--- src/rtl/inst_pipe_regs.sv ---
// inst_pipe_regs: instruction/PC pipeline registers for the X, M and W stages.
//
// The fetched instruction and its PC advance F -> X -> M -> W. The controller's
// stall and flush decisions are applied here, and NOP bubbles are inserted where
// the pipeline needs them.
//
// Ports:
//   clk, rst                  clock; synchronous active-high reset
//   inst_f, pc_f, fetch_valid fetched instruction, its PC, and its valid bit
//   stall, flush              load-use stall and taken branch/jump from the controller
//   fetch_hold                tells the PC logic to re-present the same fetch
//   inst_x/m/w, pc_x/m/w      per-stage instruction and PC
//   valid_x/m/w               the stage holds a real (non-bubble) instruction
//   retire                    an instruction completes writeback this cycle
//
// Optional build macro PIPE_PERF_CNT_EN adds the performance counter outputs
// cycle_cnt, instret_cnt, stall_cnt and flush_cnt.
module inst_pipe_regs #(
   parameter int unsigned        AWIDTH = 32,
   parameter int unsigned        DWIDTH = 32,
   parameter logic [DWIDTH-1:0]  NOP    = 32'h00000013
) (
   input  logic              clk,
   input  logic              rst,
   input  logic [DWIDTH-1:0] inst_f,
   input  logic [AWIDTH-1:0] pc_f,
   input  logic              fetch_valid,
   input  logic              stall,
   input  logic              flush,
   output logic              fetch_hold,
   output logic [DWIDTH-1:0] inst_x,
   output logic [DWIDTH-1:0] inst_m,
   output logic [DWIDTH-1:0] inst_w,
   output logic [AWIDTH-1:0] pc_x,
   output logic [AWIDTH-1:0] pc_m,
   output logic [AWIDTH-1:0] pc_w,
   output logic              valid_x,
   output logic              valid_m,
   output logic              valid_w,
`ifdef PIPE_PERF_CNT_EN
   output logic [63:0]       cycle_cnt,
   output logic [63:0]       instret_cnt,
   output logic [31:0]       stall_cnt,
   output logic [31:0]       flush_cnt,
`endif
   output logic              retire
);

   logic [DWIDTH-1:0] inst_x_q, inst_x_d, inst_m_q, inst_m_d, inst_w_q, inst_w_d;
   logic [AWIDTH-1:0] pc_x_q, pc_x_d, pc_m_q, pc_m_d, pc_w_q, pc_w_d;
   logic              valid_x_q, valid_x_d, valid_m_q, valid_m_d, valid_w_q, valid_w_d;

   always_comb begin
      inst_x_d  = inst_x_q;
      pc_x_d    = pc_x_q;
      valid_x_d = valid_x_q;
      // W always takes M, even while stalled: the load in M must drain.
      inst_w_d  = inst_m_q;
      pc_w_d    = pc_m_q;
      valid_w_d = valid_m_q;
      if (stall) begin
         // Stall beats flush: the branch in X waits on the load ahead of it.
         inst_m_d  = NOP;
         pc_m_d    = pc_x_q;
         valid_m_d = 1'b0;
      end else begin
         inst_m_d  = inst_x_q;
         pc_m_d    = pc_x_q;
         valid_m_d = valid_x_q;
         // Bubbles and squashed fetches keep the fetch PC for debug.
         pc_x_d    = pc_f;
         if (fetch_valid && !flush) begin
            inst_x_d  = inst_f;
            valid_x_d = 1'b1;
         end else begin
            inst_x_d  = NOP;
            valid_x_d = 1'b0;
         end
      end
   end

   always_ff @(posedge clk) begin
      if (rst) begin
         inst_x_q  <= NOP;
         inst_m_q  <= NOP;
         inst_w_q  <= NOP;
         pc_x_q    <= '0;
         pc_m_q    <= '0;
         pc_w_q    <= '0;
         valid_x_q <= 1'b0;
         valid_m_q <= 1'b0;
         valid_w_q <= 1'b0;
      end else begin
         inst_x_q  <= inst_x_d;
         inst_m_q  <= inst_m_d;
         inst_w_q  <= inst_w_d;
         pc_x_q    <= pc_x_d;
         pc_m_q    <= pc_m_d;
         pc_w_q    <= pc_w_d;
         valid_x_q <= valid_x_d;
         valid_m_q <= valid_m_d;
         valid_w_q <= valid_w_d;
      end
   end

   always_comb begin
      fetch_hold = stall & ~rst;
      inst_x     = inst_x_q;
      inst_m     = inst_m_q;
      inst_w     = inst_w_q;
      pc_x       = pc_x_q;
      pc_m       = pc_m_q;
      pc_w       = pc_w_q;
      valid_x    = valid_x_q;
      valid_m    = valid_m_q;
      valid_w    = valid_w_q;
      retire     = valid_w_q;
   end

`ifdef PIPE_PERF_CNT_EN
   logic [63:0] cycle_cnt_q, instret_cnt_q;
   logic [31:0] stall_cnt_q, flush_cnt_q;

   // All counters wrap naturally on overflow.
   always_ff @(posedge clk) begin
      if (rst) begin
         cycle_cnt_q   <= '0;
         instret_cnt_q <= '0;
         stall_cnt_q   <= '0;
         flush_cnt_q   <= '0;
      end else begin
         cycle_cnt_q <= cycle_cnt_q + 64'd1;
         if (valid_w_q)       instret_cnt_q <= instret_cnt_q + 64'd1;
         if (stall)           stall_cnt_q   <= stall_cnt_q + 32'd1;
         if (flush && !stall) flush_cnt_q   <= flush_cnt_q + 32'd1;
      end
   end

   always_comb begin
      cycle_cnt   = cycle_cnt_q;
      instret_cnt = instret_cnt_q;
      stall_cnt   = stall_cnt_q;
      flush_cnt   = flush_cnt_q;
   end
`endif

endmodule

--- config.mk ---
export PLATFORM = sky130hd
export DESIGN_NAME = inst_pipe_regs
export DESIGN_NICKNAME = d
export VERILOG_FILES = /design/src/rtl/inst_pipe_regs.sv
export SDC_FILE = /design/constraint.sdc
export NUM_CORES = 1
export LEC_CHECK = 0
export CAP_MARGIN = 20
export CORE_ASPECT_RATIO = 1.25
export CORE_UTILIZATION = 43
export CTS_BUF_LIST = sky130_fd_sc_hd__clkbuf_4
export CTS_CLUSTER_SIZE = 12
export DETAILED_ROUTE_END_ITERATION = 12
export PLACE_DENSITY = 0.92
export RECOVER_POWER = 100
export SYNTH_ARGS = -nofsm -noshare
export SYNTH_HDL_FRONTEND = slang
export SYNTH_SLANG_ARGS = --single-unit
export TNS_END_PERCENT = 30
--- constraint.sdc ---
create_clock -name clk -period 1.2 [get_ports clk]
set_input_delay 0.24 -clock clk [delete_from_list [all_inputs] [get_ports clk]]
set_output_delay 0.24 -clock clk [all_outputs]
set_load 0.02 [all_outputs]
==> results of run 1 <==
==> layout make-up <==
class,instances,area [um2]
well taps,171,214.0
clock buffers,17,127.6
multi-input cells,295,1929
clock inverters,15,132.6
fillers,844,3453
flip-flops and latches,195,4135
repair buffers,347,3475
==> power groups by stage <==
stage | clock network [uW] | logic [uW] | registers [uW]
final | 3300 | 1440 | 6800
after global routing | 3650 | 1530 | 6820
after CTS | 3370 | 1390 | 6770
after detailed placement | 0 | 1350 | 6880
after global placement | 0 | 1320 | 6870
after floorplan | 0 | 380 | 7080
==> how the worst max path moves through the flow <==
stage          startpoint          to  slack, ns
3_5_place_dp          rst  fetch_hold      -0.39
4_1_cts            retire     valid_w      -0.19
6_report          pc_m[5]     pc_m[5]      -0.13
5_1_grt          pc_m[11]    pc_m[11]      -0.20
2_1_floorplan       stall  fetch_hold       0.03
3_3_place_gp          rst  fetch_hold      -0.43
==> stage by stage <==
step,cell area [um2],TNS [ns],utilization [%],hold WS (ns),power (uW)
after global routing,10010,-38.91,74.36,0.1815,12000
after floorplan,6018,0,-,0.3839,7463
final,10010,-20.87,74.36,0.2264,11550
after global placement,9129,-25.16,67.79,0.4179,8195
after detailed placement,9129,-30.31,67.79,0.4214,8229
after CTS,9510,-32.10,70.62,0.1664,11530
==> synth_stat cells (all sizes together) <==
| library cell | n |
|---|---|
| a21oi | 30 |
| dfxtp | 195 |
| o21bai | 3 |
| clkbuf | 23 |
| or2 | 3 |
| nor2 | 33 |
| nor4b | 3 |
| buf | 16 |
| or3 | 3 |
| nand2 | 30 |
| or3b | 1 |
| mux2i | 32 |
| and2 | 30 |
| nor2b | 98 |
| nand4bb | 29 |
==> sequential cells by signal, summed over array words and instances, names as in the netlist <==
signal	count
pc_x	32
pc_m	32
valid_m	1
retire	1
inst_m	32
valid_x	1
inst_w	32
pc_w	32
inst_x	32
==> cells by family after synthesis <==
kind of cell | after synthesis | synth area share, %
AND/OR/NAND/NOR | 230 | 23.87
flip-flops | 195 | 64.86
buffers and inverters | 39 | 3.014
AO/OA/AOI/OAI | 33 | 2.931
multiplexers | 32 | 5.322
==> per-layer routing <==
metal | track usage (%) | wire, um | up-vias
met5 | 0 | 0 | -
met4 | 11.34 | 420 | 0
met3 | 7.434 | 1229 | 36
met2 | 39.67 | 8958 | 208
met1 | 24.61 | 6648 | 2304
li1 | - | - | 2374
==> what timing repair did <==
action / CTS / global route
resized for setup: 1158 / 202
pin swaps: 0 / 0
setup buffers: 27 / 3
cloned: 0 / 0
setup endpoints to repair: 197 / 197
==> impl_metrics.yaml, run 1 <==
status:
  outcome: "complete, but fails checks"
  violations: "setup timing"
min_path:
  hp-class: "in -> reg"
  hold_end: "inst_x[3]"
  worstHoldPathCells: 3
  hp-start: "inst_f[3]"
power_and_ir_drop:
  intPower_uw: 8525
  switching_power_uw: 3021
  clkPwrFrac_pct: 28.6
  p_leak_uw: 0.004378
  share_comb_of_total_power_pct: 12.5
  power.density_nw_per_um2: 1153
  switching_share_pct: 26.16
  ir_drop_uv: 870.6
  seqPwrFrac_pct: 58.9
placed_design:
  port_buffers: 265
  dp_hpwl_um: 11180
  dpl.cell_count: 978
  gp_congestion: 0.7530
  pre_cts_slack_ns: -0.3932
timing:
  min_period_ns: 1.327
  rsz0062_at_grt: "true"
  max_slew_margin_pct: 37.61
  finalHoldViolCount: 0
  finalSetupViolations: 257
  finalCritPeriodShare_pct: 110.6
  layout_setup_ws_ns: -0.1275
  tightest_slew_ns: 0.9358
  clock_skew_ns: 0.01598
  fmax_mhz: 753.3
  slew_violations: 0
die:
  die_h_um: 134.3
  die_w_um: 107.8
  pin_count: 266
  die_area_um2: 14480
  start_util_pct: 44.69
  core_region_area_um2: 13470
  rows: 47
setup_path:
  cp_cell_sequence: "buf_6"
  path_delay_family: "flip-flops"
  worst-path-buf-inv: 1
  path_max_fanout: 2
  r2r_start: "pc_x[10]"
  end_kind: "output pin"
  critPathMaxStageDelay_ns: 0.39
  timing.rr.end: "pc_x[10]"
  ff2ff_setup_slack_ns: 0.09
  cp.depth: 1
  reg2reg_depth: 5
  cp_data_required_time_ns: 0.96
  path_class: "reg -> out"
  arrival_ns: 1.09
  crit_slowest_cell: "dfxtp_1"
  critPathLaunchType: "register"
logic_synthesis:
  syn_area_um2: 6018
  yosysWarnings: 0
  syn_inst: 529
  syn-num-nets: 598
  synth_cell_types: 20
  ys_ff_latch: 195
  ys_top_cells_by_area: "dfxtp_1 (65%), nor2b_1 (10%), nand4bb_1 (5.4%)"
  ys_seq_area_share_pct: 64.86
  yosysTopAreaCell: "dfxtp_1"
  synth_top_area_share_pct: 64.86
  synth_area_per_cell_um2: 11.38
clocking:
  cts_tree: "done"
  hold_buffers: 0
  clock_path_buffers: 2
  numCtsBuffers: 17
  clk_latency_ns: 0.58
  path_clk_slew_ns: 0.15
  h-tree-depth: 4
  cts_root_buffer: "clkbuf_4"
  clock_sinks: 195
routing:
  routedWlPerCell_um: 16.59
  viasPerCell: 4.733
  drc: 0
  vias: 4922
  drt_iter0_markers: 188
  drtAntennaViolNets: 0
  first_pass_iters: 5
  routed_wl_um: 17260
grt:
  grt_max_degree: 63
  grt_pass1_vias: 4788
  antenna_found_initial: 0
  track_usage_pct: 22.82
  grt_pass1_wl_um: 24870
  grt-ovfl-total: 0
cells_and_area:
  nets: 925
  synthToLayoutAreaGrowth_pct: 66.38
  final_cell_mix: "buf_6 (188), dfxtp_2 (185), nor2b_1 (98)"
  layout_commonest_cell: "buf_6"
  drive_gt1_share_pct: 56.62
  fin_cells: 1040
  diodes: 0
run:
  drv_cap: 0
Note: power is estimated with default switching activity, not from simulation.
==> run 2, diff against run 1 <==
--- a/config.mk
+++ b/config.mk
@@ -6,12 +6,14 @@
 export NUM_CORES = 1
 export LEC_CHECK = 0
 export CAP_MARGIN = 20
+export CELL_PAD_IN_SITES_DETAIL_PLACEMENT = 0
+export CELL_PAD_IN_SITES_GLOBAL_PLACEMENT = 1
 export CORE_ASPECT_RATIO = 1.25
-export CORE_UTILIZATION = 43
+export CORE_UTILIZATION = 32
 export CTS_BUF_LIST = sky130_fd_sc_hd__clkbuf_4
 export CTS_CLUSTER_SIZE = 12
 export DETAILED_ROUTE_END_ITERATION = 12
-export PLACE_DENSITY = 0.92
+export PLACE_DENSITY = 0.91
 export RECOVER_POWER = 100
 export SYNTH_ARGS = -nofsm -noshare
 export SYNTH_HDL_FRONTEND = slang
==> impl_metrics.yaml, run 2 (synthesis gave the netlist of run 1 again) <==
status:
  outcome: "complete, but fails checks"
  violations: "setup timing"
setup_path:
  cp_cell_sequence: "buf_6"
  path_max_fanout: 2
  arrival_ns: 1.09
  reg2reg_depth: 2
  path_class: "reg -> out"
  critPathLaunchType: "register"
  worst-path-buf-inv: 1
  cp.depth: 1
  path_delay_family: "flip-flops"
  crit_slowest_cell: "dfxtp_4"
  critPathMaxStageDelay_ns: 0.39
  cp_data_required_time_ns: 0.96
  end_kind: "output pin"
cells_and_area:
  seqCellArea_um2: 4108
  fin_cells: 1085
  synthToLayoutAreaGrowth_pct: 67.82
  layout_commonest_cell: "buf_6"
  final_cell_mix: "buf_6 (183), dfxtp_2 (154), nor2b_1 (98)"
  nets: 912
  multi_input_area_um2: 1936
  drive_gt1_share_pct: 53.86
  nFillCells: 1543
clocking:
  cts_tree: "done"
  clock_sinks: 195
  numCtsBuffers: 17
  clock_path_buffers: 2
  h-tree-depth: 4
  cts_root_buffer: "clkbuf_4"
  path_clk_slew_ns: 0.19
  clk_latency_ns: 0.57
routing:
  viasPerCell: 4.369
  routed_wl_um: 16250
  vias: 4740
  first_pass_iters: 4
  routedWlPerCell_um: 14.97
  drc: 0
  drt_iter0_markers: 164
  drtAntennaViolNets: 0
power_and_ir_drop:
  share_comb_of_total_power_pct: 11.9
  switching_share_pct: 26.55
  power.density_nw_per_um2: 1192
  switching_power_uw: 3196
  p_leak_uw: 0.004377
  intPower_uw: 8841
  ir_drop_uv: 630.3
  clkPwrFrac_pct: 31.8
  seqPwrFrac_pct: 56.4
die:
  die_area_um2: 19360
  start_util_pct: 33.00
  die_h_um: 155.3
  rows: 55
  pin_count: 266
  core_region_area_um2: 18240
  die_w_um: 124.7
timing:
  finalSetupViolations: 196
  tns_ns: -16.58
  rsz0062_at_grt: "true"
  fmax_mhz: 749.7
  whs_ns: 0.1108
  slew_violations: 0
  layout_setup_ws_ns: -0.1338
  tightest_slew_ns: 0.2907
  finalHoldViolCount: 0
  finalCritPeriodShare_pct: 111.2
  min_period_ns: 1.334
  clock_skew_ns: 0.03106
  max_slew_margin_pct: 80.56
grt:
  track_usage_pct: 16.46
  grt_pass1_wl_um: 24670
  grt_pass1_vias: 4496
  antenna_found_initial: 1
  grt-ovfl-total: 0
  grt_max_degree: 66
min_path:
  worstHoldPathCells: 3
  hp-class: "in -> reg"
run:
  drv_cap: 0
placed_design:
  gp_congestion: 0.7476
  dp_hpwl_um: 11410
  dpl.cell_count: 1031
  port_buffers: 265
  pre_cts_slack_ns: -0.2944
run 2: changes by cell type in the layout (fill, tap and decap cells not counted), sizes merged, moves of 2 or more:
| cell | delta |
|---|---|
| clkbuf | -12 |
| buf | -2 |
| clkinv | -4 |
| inv | +4 |
run 2: path summary, 6_finish.rpt:
kind              slack (ns)  startpoint   endpoint
hold reg to reg         0.45   inst_m[4]  inst_w[4]
setup reg to reg        0.22   inst_x[1]  inst_m[1]
setup / recovery       -0.13     pc_x[5]    pc_x[5]
hold / removal          0.11         rst  inst_w[5]
run 2: area by class of cell:
| class | instances | share of cell area, % |
|---|---|---|
| multi-input cells | 295 | 19.17 |
| diodes | 1 | 0.02478 |
| flip-flops and latches | 195 | 40.67 |
| repair buffers | 334 | 34.06 |
| well taps | 228 | 2.825 |
| clock inverters | 15 | 1.995 |
| clock buffers | 17 | 1.264 |
run 2: what timing repair did:
action | CTS | global route
hold buffers | 0 | 0
gates resized for setup | 1076 | 261
setup buffers | 17 | 4
endpoints found under the setup margin | 197 | 197
hold endpoints to repair | 0 | 0
run 2: routing by layer:
| metal | vias to the layer above | part of all wire (%) | track usage [%] |
|---|---|---|---|
| li1 | 2341 | - | - |
| met1 | 2222 | 41 | 18.99 |
| met2 | 165 | 52 | 28.47 |
| met3 | 12 | 5.7 | 5.674 |
| met4 | 0 | 1.2 | 5.221 |
| met5 | - | 0 | 0 |
run 2: stage by stage:
stage,utilization [%],area [um2],power (uW)
floorplan,-,6018,7463
finish,55.38,10100,12040
CTS,51.77,9440,12120
detailed placement,50.45,9200,8237
global placement,50.45,9200,8219
global route,55.38,10100,12630
run 2: power by group through the flow:
stage / Combinational [uW] / Sequential (uW) / Clock (uW)
floorplan: 380 / 7080 / 0
global placement: 1350 / 6870 / 0
detailed placement: 1360 / 6880 / 0
CTS: 1350 / 6770 / 3990
global route: 1510 / 6810 / 4300
finish: 1430 / 6780 / 3830
